### config.mk
export PLATFORM = sky130hd
export DESIGN_NAME = line_window_3x3
export DESIGN_NICKNAME = d
export VERILOG_FILES = /design/src/rtl/line_window_3x3.sv
export SDC_FILE = /design/constraint.sdc
export NUM_CORES = 1
export LEC_CHECK = 0
export CORE_MARGIN = 5
export CORE_UTILIZATION = 58
export CTS_CLUSTER_DIAMETER = 30
export DETAILED_ROUTE_END_ITERATION = 16
export GPL_ROUTABILITY_DRIVEN = 0
export PLACE_DENSITY = 0.76
export RECOVER_POWER = 100
export SLEW_MARGIN = 0
export SYNTH_ARGS = -nofsm -noshare
export SYNTH_HDL_FRONTEND = slang
export SYNTH_SLANG_ARGS = --single-unit
### constraint.sdc
create_clock -name clk -period 3.25 [get_ports clk]
set_clock_uncertainty 0.1 [all_clocks]
set_input_delay 0.8125 -clock clk [delete_from_list [all_inputs] [get_ports clk]]
set_output_delay 0.8125 -clock clk [all_outputs]
set_load 0.02 [all_outputs]
### src/rtl/line_window_3x3.sv
// line_window_3x3
// Buffers two image lines of a raster-order pixel stream and presents every
// complete 3x3 neighbourhood (no padding) as nine parallel pixels with a
// one-cycle valid strobe. Pixel data passes through bit-exact.
module line_window_3x3 #(
  parameter int IMG_W  = 28,
  parameter int IMG_H  = 28,
  parameter int DATA_W = 8
) (
  input  logic                     clk,
  input  logic                     rst,
  input  logic                     pix_valid,
  input  logic                     pix_sof,
  input  logic signed [DATA_W-1:0] pix_in,
  output logic signed [DATA_W-1:0] win0,
  output logic signed [DATA_W-1:0] win1,
  output logic signed [DATA_W-1:0] win2,
  output logic signed [DATA_W-1:0] win3,
  output logic signed [DATA_W-1:0] win4,
  output logic signed [DATA_W-1:0] win5,
  output logic signed [DATA_W-1:0] win6,
  output logic signed [DATA_W-1:0] win7,
  output logic signed [DATA_W-1:0] win8,
  output logic                     win_valid,
  output logic                     frame_done
);

  localparam int CW = (IMG_W > 1) ? $clog2(IMG_W) : 1;
  localparam int RW = (IMG_H > 1) ? $clog2(IMG_H) : 1;

  localparam logic [CW-1:0] COL_ZERO = '0;
  localparam logic [CW-1:0] COL_ONE  = CW'(1);
  localparam logic [CW-1:0] COL_TWO  = CW'(2);
  localparam logic [CW-1:0] COL_LAST = CW'(IMG_W - 1);
  localparam logic [RW-1:0] ROW_ZERO = '0;
  localparam logic [RW-1:0] ROW_ONE  = RW'(1);
  localparam logic [RW-1:0] ROW_LAST = RW'(IMG_H - 1);

  typedef enum logic {
    FILL = 1'b0,
    RUN  = 1'b1
  } state_t;

  state_t          state_reg, state_next;
  logic [CW-1:0]   col_reg, col_next;
  logic [RW-1:0]   row_reg, row_next;
  logic            emit_next;
  logic            last_next;
  logic [CW-1:0]   col_eff;

  // Two line buffers: lb0 holds the previous line, lb1 the one before that.
  // Read is asynchronous so the new window column is available the same cycle.
  logic [DATA_W-1:0] lb0_mem [IMG_W];
  logic [DATA_W-1:0] lb1_mem [IMG_W];

  // Shift window: sh_reg[row][pos], row 0 = oldest line, pos 2 = newest column.
  logic [DATA_W-1:0] sh_reg [3][3];
  // Incoming right-hand column, top to bottom.
  logic [DATA_W-1:0] new_col [3];

  // Registered output window in row-major order.
  logic [DATA_W-1:0] out_reg [9];
  logic              win_valid_reg;
  logic              frame_done_reg;

  // A start-of-frame pixel always lands in column 0, whatever the counters say.
  assign col_eff = pix_sof ? COL_ZERO : col_reg;

  assign new_col[0] = lb1_mem[col_eff];
  assign new_col[1] = lb0_mem[col_eff];
  assign new_col[2] = pix_in;

  // Position counters and fill/run state register.
  always_ff @(posedge clk) begin
    if (rst) begin
      state_reg <= FILL;
      col_reg   <= COL_ZERO;
      row_reg   <= ROW_ZERO;
    end else begin
      state_reg <= state_next;
      col_reg   <= col_next;
      row_reg   <= row_next;
    end
  end

  // Next position, state transitions and emit/frame-end decisions.
  always_comb begin
    state_next = state_reg;
    col_next   = col_reg;
    row_next   = row_reg;
    emit_next  = 1'b0;
    last_next  = 1'b0;
    if (pix_valid) begin
      if (pix_sof) begin
        // Restart: this pixel is (0,0); anything buffered is abandoned.
        state_next = FILL;
        col_next   = COL_ONE;
        row_next   = ROW_ZERO;
      end else begin
        // A window completes only once two earlier columns of this line exist.
        emit_next = (state_reg == RUN) && (col_reg >= COL_TWO);
        last_next = (row_reg == ROW_LAST) && (col_reg == COL_LAST);
        if (col_reg == COL_LAST) begin
          col_next = COL_ZERO;
          row_next = (row_reg == ROW_LAST) ? ROW_ZERO : row_reg + ROW_ONE;
        end else begin
          col_next = col_reg + COL_ONE;
        end
        if ((state_reg == FILL) && (row_reg == ROW_ONE) && (col_reg == COL_LAST)) begin
          state_next = RUN;
        end
        if (last_next) begin
          state_next = FILL;
        end
      end
    end
  end

  // Line buffer update: the previous line ages into lb1, the new pixel into lb0.
  always_ff @(posedge clk) begin
    if (pix_valid) begin
      lb1_mem[col_eff] <= lb0_mem[col_eff];
      lb0_mem[col_eff] <= pix_in;
    end
  end

  genvar gi;
  generate
    for (gi = 0; gi < 3; gi++) begin : g_rows
      // Shift this window row left by one column on every accepted pixel.
      always_ff @(posedge clk) begin
        if (rst) begin
          sh_reg[gi][0] <= '0;
          sh_reg[gi][1] <= '0;
          sh_reg[gi][2] <= '0;
        end else if (pix_valid) begin
          sh_reg[gi][0] <= sh_reg[gi][1];
          sh_reg[gi][1] <= sh_reg[gi][2];
          sh_reg[gi][2] <= new_col[gi];
        end
      end

      // Capture the completed window row (post-shift contents) when emitting.
      always_ff @(posedge clk) begin
        if (rst) begin
          out_reg[3*gi+0] <= '0;
          out_reg[3*gi+1] <= '0;
          out_reg[3*gi+2] <= '0;
        end else if (emit_next) begin
          out_reg[3*gi+0] <= sh_reg[gi][1];
          out_reg[3*gi+1] <= sh_reg[gi][2];
          out_reg[3*gi+2] <= new_col[gi];
        end
      end
    end
  endgenerate

  // One-cycle strobes for a new window and for the end of a frame.
  always_ff @(posedge clk) begin
    if (rst) begin
      win_valid_reg  <= 1'b0;
      frame_done_reg <= 1'b0;
    end else begin
      win_valid_reg  <= emit_next;
      frame_done_reg <= last_next;
    end
  end

  assign win0       = out_reg[0];
  assign win1       = out_reg[1];
  assign win2       = out_reg[2];
  assign win3       = out_reg[3];
  assign win4       = out_reg[4];
  assign win5       = out_reg[5];
  assign win6       = out_reg[6];
  assign win7       = out_reg[7];
  assign win8       = out_reg[8];
  assign win_valid  = win_valid_reg;
  assign frame_done = frame_done_reg;

endmodule
Yosys cells after proc, flatten, opt, wreduce, memory -nomap -nowiden
Memories as Yosys holds them, arrays and structs flattened.
Index checks and enable logic that the tools add are counted.

operators by class
  add/sub/neg operators = 2
  $mul = 0
  divide/modulo/power cells = 0
  $lt $le $gt $ge = 1
  eq/ne operators = 3
  shift-type cells = 0
  muxes and demuxes = 38
  bitwise operators = 20
  reductions and logical operators = 9

operator list
  operator               number
  $mux W8                18
  $mux W5                6
  $or A1 B1 Y1           18
  $mux W1                14
  $add A5 B1 Y5 const B  2
  $eq A5 B5 Y1 const B   2
  $eq A5 B1 Y1 const B   1
  $ge A5 B2 Y1 const B   1
  $logic_and A1 B1 Y1    4
  $reduce_and A2 Y1      2
  $reduce_bool A3 Y1     1
  $reduce_or A3 Y1       1
  $not A1 Y1             2
  $reduce_bool A2 Y1     1

word-level totals
  register bits = 13
  bits in latches = 0
  bits in writable memories = 592
  bits in read-only memories = 0
  word-level logic and storage cells = 82
  memories kept = 4

memories
  name     words  width  rd ports  clocked after memory_dff  write ports  line  text
  lb0_mem  28     8      1         0                         1            53    logic [DATA_W-1:0] lb0_mem [IMG_W];
  lb1_mem  28     8      1         0                         1            54    logic [DATA_W-1:0] lb1_mem [IMG_W];
  out_reg  9      8      9         0                         9            62    logic [DATA_W-1:0] out_reg [9];
  sh_reg   3      24     3         0                         3            57    logic [DATA_W-1:0] sh_reg [3][3];

Logic depth before layout (Yosys ltp)
Gate-level depths: netlist of the first run.

  depth after elaboration = 8
  depth in mapped cells = 10
  gate-level depth less buffers = 6

Worst setup path before layout of the first run
No wires, ideal clock.

  path type = input to register
  start point = input port pix_sof
  end point = memory out_reg[5][3], data pin
  data arrival time = 2.718 ns
  data required time = 2.891 ns
  path slack = 0.173 ns
  stages = 7
  cells stage by stage = buf_6 buf_2 or2_1 mux4_2 a22oi_1 nand4_1 and2_1

RTL lines
  item             line  text
  start, declared  13    input logic pix_sof,
  end, declared    62

==> results.yml, run 1 <==
global_routing:
  grt_pass1_vias: 14317
  grt_start_max_net_pins: 64
  grt_util_all_layers: 0.268
  antenna_found_initial: 0
  grt_pass1_wl_um: 88600
  overflow: 0
worst_hold_path:
  hold_class: "register to register"
final_layout:
  mostFrequentLayoutCells: "568 x edfxtp_1, 104 x clkbuf_16, 84 x dlygate4sd3_1, 65 x nor2_1, 61 x and2_0"
  layout.nets: 1616
  layout-drive-gt1-share: 0.201
  stdcell_count: 2213
  area_delta_synth_final_pct: 23.9
  mostFrequentLayoutCell: "edfxtp_1"
  n_antenna_cell: 0
  utilization: 0.723
  finalInstanceArea_sq_um: 28600
drt:
  vias: 14077
  dr.first_iter.drc_count: 2071
  avgViaCountPerCell: 6.36
  drc: 0
  wl_per_cell_um: 26.7
  dr.pass1.iters: 6
  antenna_violating_nets_post_route: 0
  wl_um: 59100
synth:
  yosys_warnings: 0
  synth_compound_gate_area_share: 0.0720
  avgSynthCellArea_sq_um: 16.8
  synth_top_family_by_area: "simple AND/OR/NAND/NOR gates"
  synth_cells: 1371
  ys_ff_latch: 581
  synth_mux_area_frac: 0.0710
  seq_area_frac_synth: 0.751
  synth-xor-area-share: 0.00114
  synth_cell_types: 69
  syn_nets: 1387
  synthArstFlopShare: 0
  synth-simple-area-share: 0.0826
  synth_edf_count: 568
  netlist_area_sq_um: 23100
  synth_fa_ha_area_frac: 0.00217
  synth_ff_type: "edfxtp_1"
timing:
  hold_viol_final: 0
  layout_min_cycle_time_ns: 3.13
  fin_tns_setup_ns: 0
  setup_viol: 0
  maxSlewHeadroom: -0.0339
  grt_setup_unrepaired: "false"
  report.final.slew_viol_count: 70
  worst_pin_slew_ns: 1.55
  period_share: 0.964
  fmax_ghz: 0.319
outcome:
  status: "finished, violations left"
  violations: "max-capacitance violations, max-slew violations"
die:
  pin_count: 86
  std_cell_rows: 73
  die_w_um: 209
  fp.dieH_um: 209
  initial_core_util: 0.583
  core-area_sq_um: 39500
  die_area_sq_um: 43900
critical_path:
  end_kind: "register"
  crit_type: "register to register"
  r2r_cells: 9
  worstPathMaxFanout: 30
  r2r_slack_ns: 0.12
  startpoint_type: "register"
  cp_data_required_time_ns: 3.62
  reg2reg_to: "out_reg[5][7]"
  cp_data_arrival_time_ns: 3.51
  setup.worst_path.end: "out_reg[5][7]"
  crit_start: "col_reg[2]"
  reg2reg_from: "col_reg[2]"
clocking:
  cts_tree: "built"
  cts-root-buf: "clkbuf_16"
  clock_sinks: 581
  cts_buffers: 100
  ctsLongestPathBuffers: 3
  post_cts_resize_count: 0
  htreeDepth: 3
  post_cts_buffers: 0
  clk_latency_ns: 0.62
  cts_hold_buffers: 0
  clkSlewWorstSetupHoldPaths_ns: 0.05
place:
  io_buffers: 85
  place_area_sq_um: 25400
  place_inst: 2023
  dpl.hpwl_um: 35100
run:
  maxCapViolations: 2
power_and_ir_drop:
  power_mw: 20.0
  p_per_area_nw_per_um2: 699
  peakVddDrop_v: 0.000521
  leakagePower_nw: 9.61
area by class of cell:
| class | instances | area [sq um] |
|---|---|---|
| flip-flops and latches | 581 | 17300 |
| multi-input cells | 692 | 5270 |
| clock buffers | 110 | 2660 |
| well taps | 525 | 657 |
| repair buffers | 217 | 1820 |
| inverters | 8 | 30.0 |
| clock inverters | 80 | 830 |
| fillers | 2301 | 11000 |
worst max-delay path, stage by stage (launching register included):
cell	delay, ns
dfxtp_1	0.61
clkbuf_1	0.57
inv_1	0.14
clkbuf_2	0.31
a21oi_1	0.22
o221ai_1	0.15
clkbuf_1	0.18
nand4_1	0.17
buf_4	0.36
and2_1	0.20
per-stage QoR:
| stage | hold WS (ns) | setup slack [ns] |
|---|---|---|
| floorplan | 0.337 | 0.173 |
| global placement | 0.375 | 0.0638 |
| detailed placement | 0.371 | 0.0131 |
| CTS | 0.404 | 0.338 |
| global route | 0.427 | 0.0839 |
| finish | 0.404 | 0.118 |
cells in the mapped netlist (4+ instances only):
master / n / area share
a31oi_1: 4 / 0.0011
a221o_1: 10 / 0.0043
a22oi_1: 25 / 0.0081
nor2_1: 66 / 0.011
mux2_2: 9 / 0.0044
a22o_1: 7 / 0.0027
nand2_1: 42 / 0.0068
a32oi_1: 6 / 0.0023
or2_2: 4 / 0.0011
nand2b_1: 14 / 0.0038
clkbuf_1: 39 / 0.0063
nor3b_1: 11 / 0.0036
nand3_1: 6 / 0.0013
mux2i_1: 59 / 0.026
a211oi_1: 9 / 0.0029
o22ai_1: 5 / 0.0014
nor2b_1: 46 / 0.012
and3b_1: 4 / 0.0015
edfxtp_1: 568 / 0.74
ha_1: 4 / 0.0022
buf_4: 9 / 0.0029
mux4_2: 42 / 0.041
o311a_1: 4 / 0.0017
nor3_1: 13 / 0.0028
nand4_1: 9 / 0.0024
dfxtp_1: 13 / 0.011
and2_1: 102 / 0.028
a21oi_1: 54 / 0.012
o2bb2ai_1: 5 / 0.0019
nand3b_1: 11 / 0.0036
o211ai_1: 5 / 0.0016
a221oi_1: 26 / 0.0099
o221ai_1: 7 / 0.0027
buf_2: 36 / 0.0078
inv_1: 6 / 0.00098
o21ai_0: 37 / 0.0080
cells by family after synthesis:
group | after synthesis
DFF | 581
and+or+nand+nor | 342
AOI/OAI and AO/OA | 233
muxes | 110
buffers and inverters | 98
adders and majority gates | 4
xor gates and xnor gates | 3
worst min-delay path by stage:
stage | from | endpoint | cells after the start
floorplan | state_reg | state_reg | 2
global placement | state_reg | state_reg | 2
detailed placement | state_reg | state_reg | 2
CTS | row_reg[4] | frame_done | 2
global route | sh_reg[1][11] | out_reg[3][3] | 1
finish | row_reg[4] | frame_done | 2
per-layer routing:
| layer | GRT usage | wire length, um | vias to the layer above |
|---|---|---|---|
| li1 | - | - | 5900 |
| met2 | 0.433 | 28900 | 1003 |
| met1 | 0.359 | 21200 | 6991 |
| met3 | 0.0631 | 6760 | 183 |
| met5 | 0 | 0 | - |
| met4 | 0.108 | 2250 | 0 |
power breakdown:
part / switching (mW) / leakage, nW / internal (mW) / total, mW
Combinational: 0.617 / 2.56 / 0.343 / 0.960
Sequential: 0.0586 / 5.36 / 8.41 / 8.47
Clock: 3.76 / 1.69 / 6.79 / 10.6
Total: 4.44 / 9.61 / 15.6 / 20.0
Note: power is estimated with default switching activity, not from simulation.
==> run 2: changes to the inputs <==
--- a/config.mk
+++ b/config.mk
@@ -5,6 +5,7 @@
 export SDC_FILE = /design/constraint.sdc
 export NUM_CORES = 1
 export LEC_CHECK = 0
+export ABC_CLOCK_PERIOD_IN_PS = 3250
 export CORE_MARGIN = 5
 export CORE_UTILIZATION = 58
 export CTS_CLUSTER_DIAMETER = 30
==> results of run 2 <==
Final layout, timing and power as in run 1 (identical DEF).
==> run 3: changes to the inputs <==
--- a/config.mk
+++ b/config.mk
@@ -7,11 +7,11 @@
 export LEC_CHECK = 0
 export ABC_CLOCK_PERIOD_IN_PS = 3250
 export CORE_MARGIN = 5
-export CORE_UTILIZATION = 58
+export CORE_UTILIZATION = 61
 export CTS_CLUSTER_DIAMETER = 30
 export DETAILED_ROUTE_END_ITERATION = 16
 export GPL_ROUTABILITY_DRIVEN = 0
-export PLACE_DENSITY = 0.76
+export PLACE_DENSITY = 0.8
 export RECOVER_POWER = 100
 export SLEW_MARGIN = 0
 export SYNTH_ARGS = -nofsm -noshare
==> run 3 against run 2 <==
Effect of this change: the run still ends with max-capacitance violations, max-slew violations left; register-to-register slack improved by 0.04 ns; power fell by 1.2%; sequential share of layout area rose by 0.31 points; worst hold slack got worse by 0.025 ns; first-iteration DRC count fell by 1.9%; largest cell class unchanged.
==> results.yml, run 3 (same netlist as run 1, synthesis figures left out) <==
global_routing:
  grt_start_max_net_pins: 64
  grt_util_all_layers: 0.297
  grt_pass1_wl_um: 92000
  antenna_found_initial: 0
  overflow: 0
  grt_pass1_vias: 14826
run:
  maxCapViolations: 1
timing:
  hold_viol_final: 0
  fmax_ghz: 0.315
  fin_tns_setup_ns: 0
  whs_ns: 0.379
  worst_pin_slew_ns: 1.60
  layout_min_cycle_time_ns: 3.17
  grt_setup_unrepaired: "false"
  maxSlewHeadroom: -0.0692
  report.final.slew_viol_count: 31
  period_share: 0.976
  setup_viol: 0
final_layout:
  layout.nets: 1629
  utilization: 0.759
  mostFrequentLayoutCell: "edfxtp_1"
  layout-drive-gt1-share: 0.194
  finalInstanceArea_sq_um: 28400
  mostFrequentLayoutCells: "568 x edfxtp_1, 96 x clkbuf_16, 83 x dlygate4sd3_1, 69 x and2_0, 66 x buf_4"
  n_antenna_cell: 0
  area_delta_synth_final_pct: 23.3
clocking:
  cts_hold_buffers: 0
  cts-root-buf: "clkbuf_16"
  post_cts_resize_count: 0
  ctsLongestPathBuffers: 3
  cts_buffers: 95
  clkSlewWorstSetupHoldPaths_ns: 0.05
  htreeDepth: 3
  post_cts_buffers: 0
  clock_sinks: 581
  cts_tree: "built"
  clk_latency_ns: 0.63
drt:
  antenna_violating_nets_post_route: 0
  drc: 0
  wl_per_cell_um: 28.0
  avgViaCountPerCell: 6.52
  dr.pass1.iters: 6
  dr.first_iter.drc_count: 2032
  vias: 14386
  wl_um: 61700
critical_path:
  cp_data_required_time_ns: 3.39
  worstPathMaxFanout: 42
  startpoint_type: "primary input"
  crit_slowest_cell: "buf_4"
  cp_data_arrival_time_ns: 3.32
  path_cells: "buf_4 -> buf_12 -> nand2b_1 -> clkbuf_1 -> nor2_1 -> nand2_1 -> clkbuf_2 -> nor2_1 -> clkbuf_2"
  slowest_delay_ns: 0.49
  crit_type: "primary input to register"
  end_kind: "register"
outcome:
  violations: "max-capacitance violations, max-slew violations"
  status: "finished, violations left"
die:
  fp.dieH_um: 204
  pin_count: 86
  die_area_sq_um: 41800
  initial_core_util: 0.615
  std_cell_rows: 71
  die_w_um: 204
  core-area_sq_um: 37500
worst_hold_path:
  hold_class: "register to register"
place:
  place_area_sq_um: 25500
  dpl.hpwl_um: 36000
  io_buffers: 85
power_and_ir_drop:
  peakVddDrop_v: 0.000711
  p_per_area_nw_per_um2: 694
  leakagePower_nw: 9.54
  power_mw: 19.7
[run 3: final timing paths]
kind              depth (start not counted)  slack (ns)  startpoint        endpoint
hold / removal                            2        0.38   state_reg       state_reg
setup reg to reg                          8        0.16  col_reg[1]   out_reg[2][2]
setup / recovery                          9        0.08     pix_sof  lb0_mem[21][3]
hold reg to reg                           2        0.38   state_reg       state_reg
[run 3: area by class of cell]
| cell class | instances | area [sq um] |
|---|---|---|
| timing repair buffer | 235 | 1840 |
| sequential | 581 | 17300 |
| inverter | 8 | 30.0 |
| clock buffer | 103 | 2440 |
| tap | 511 | 639 |
| fill | 2005 | 9050 |
| multi-input combinational | 692 | 5280 |
| clock inverter | 75 | 888 |
[run 3: stage by stage]
stage,std cells,setup slack (ns)
floorplan,1371,0.173
global placement,2027,-0.0407
detailed placement,2027,-0.0634
CTS,2205,0.227
global route,2205,0.0715
finish,2205,0.0773
[run 3: metal layers]
layer,up-vias,part of all wire,global-route usage
li1,5923,-,-
met1,7114,0.35,0.386
met2,1090,0.48,0.478
met3,259,0.12,0.0746
met4,0,0.053,0.139
met5,-,0,0
[run 3: power by group]
part	internal, mW	switching (mW)	leakage [nW]
Clock	6.58	3.74	1.60
Combinational	0.326	0.618	2.58
Sequential	8.41	0.0650	5.36
Total	15.3	4.42	9.54
[run 3: worst max-delay path: cells and delay by family]
kind                   cells  cell delay [ns]
AND/OR/NAND/NOR            4             0.59
buffers and inverters      5             1.87
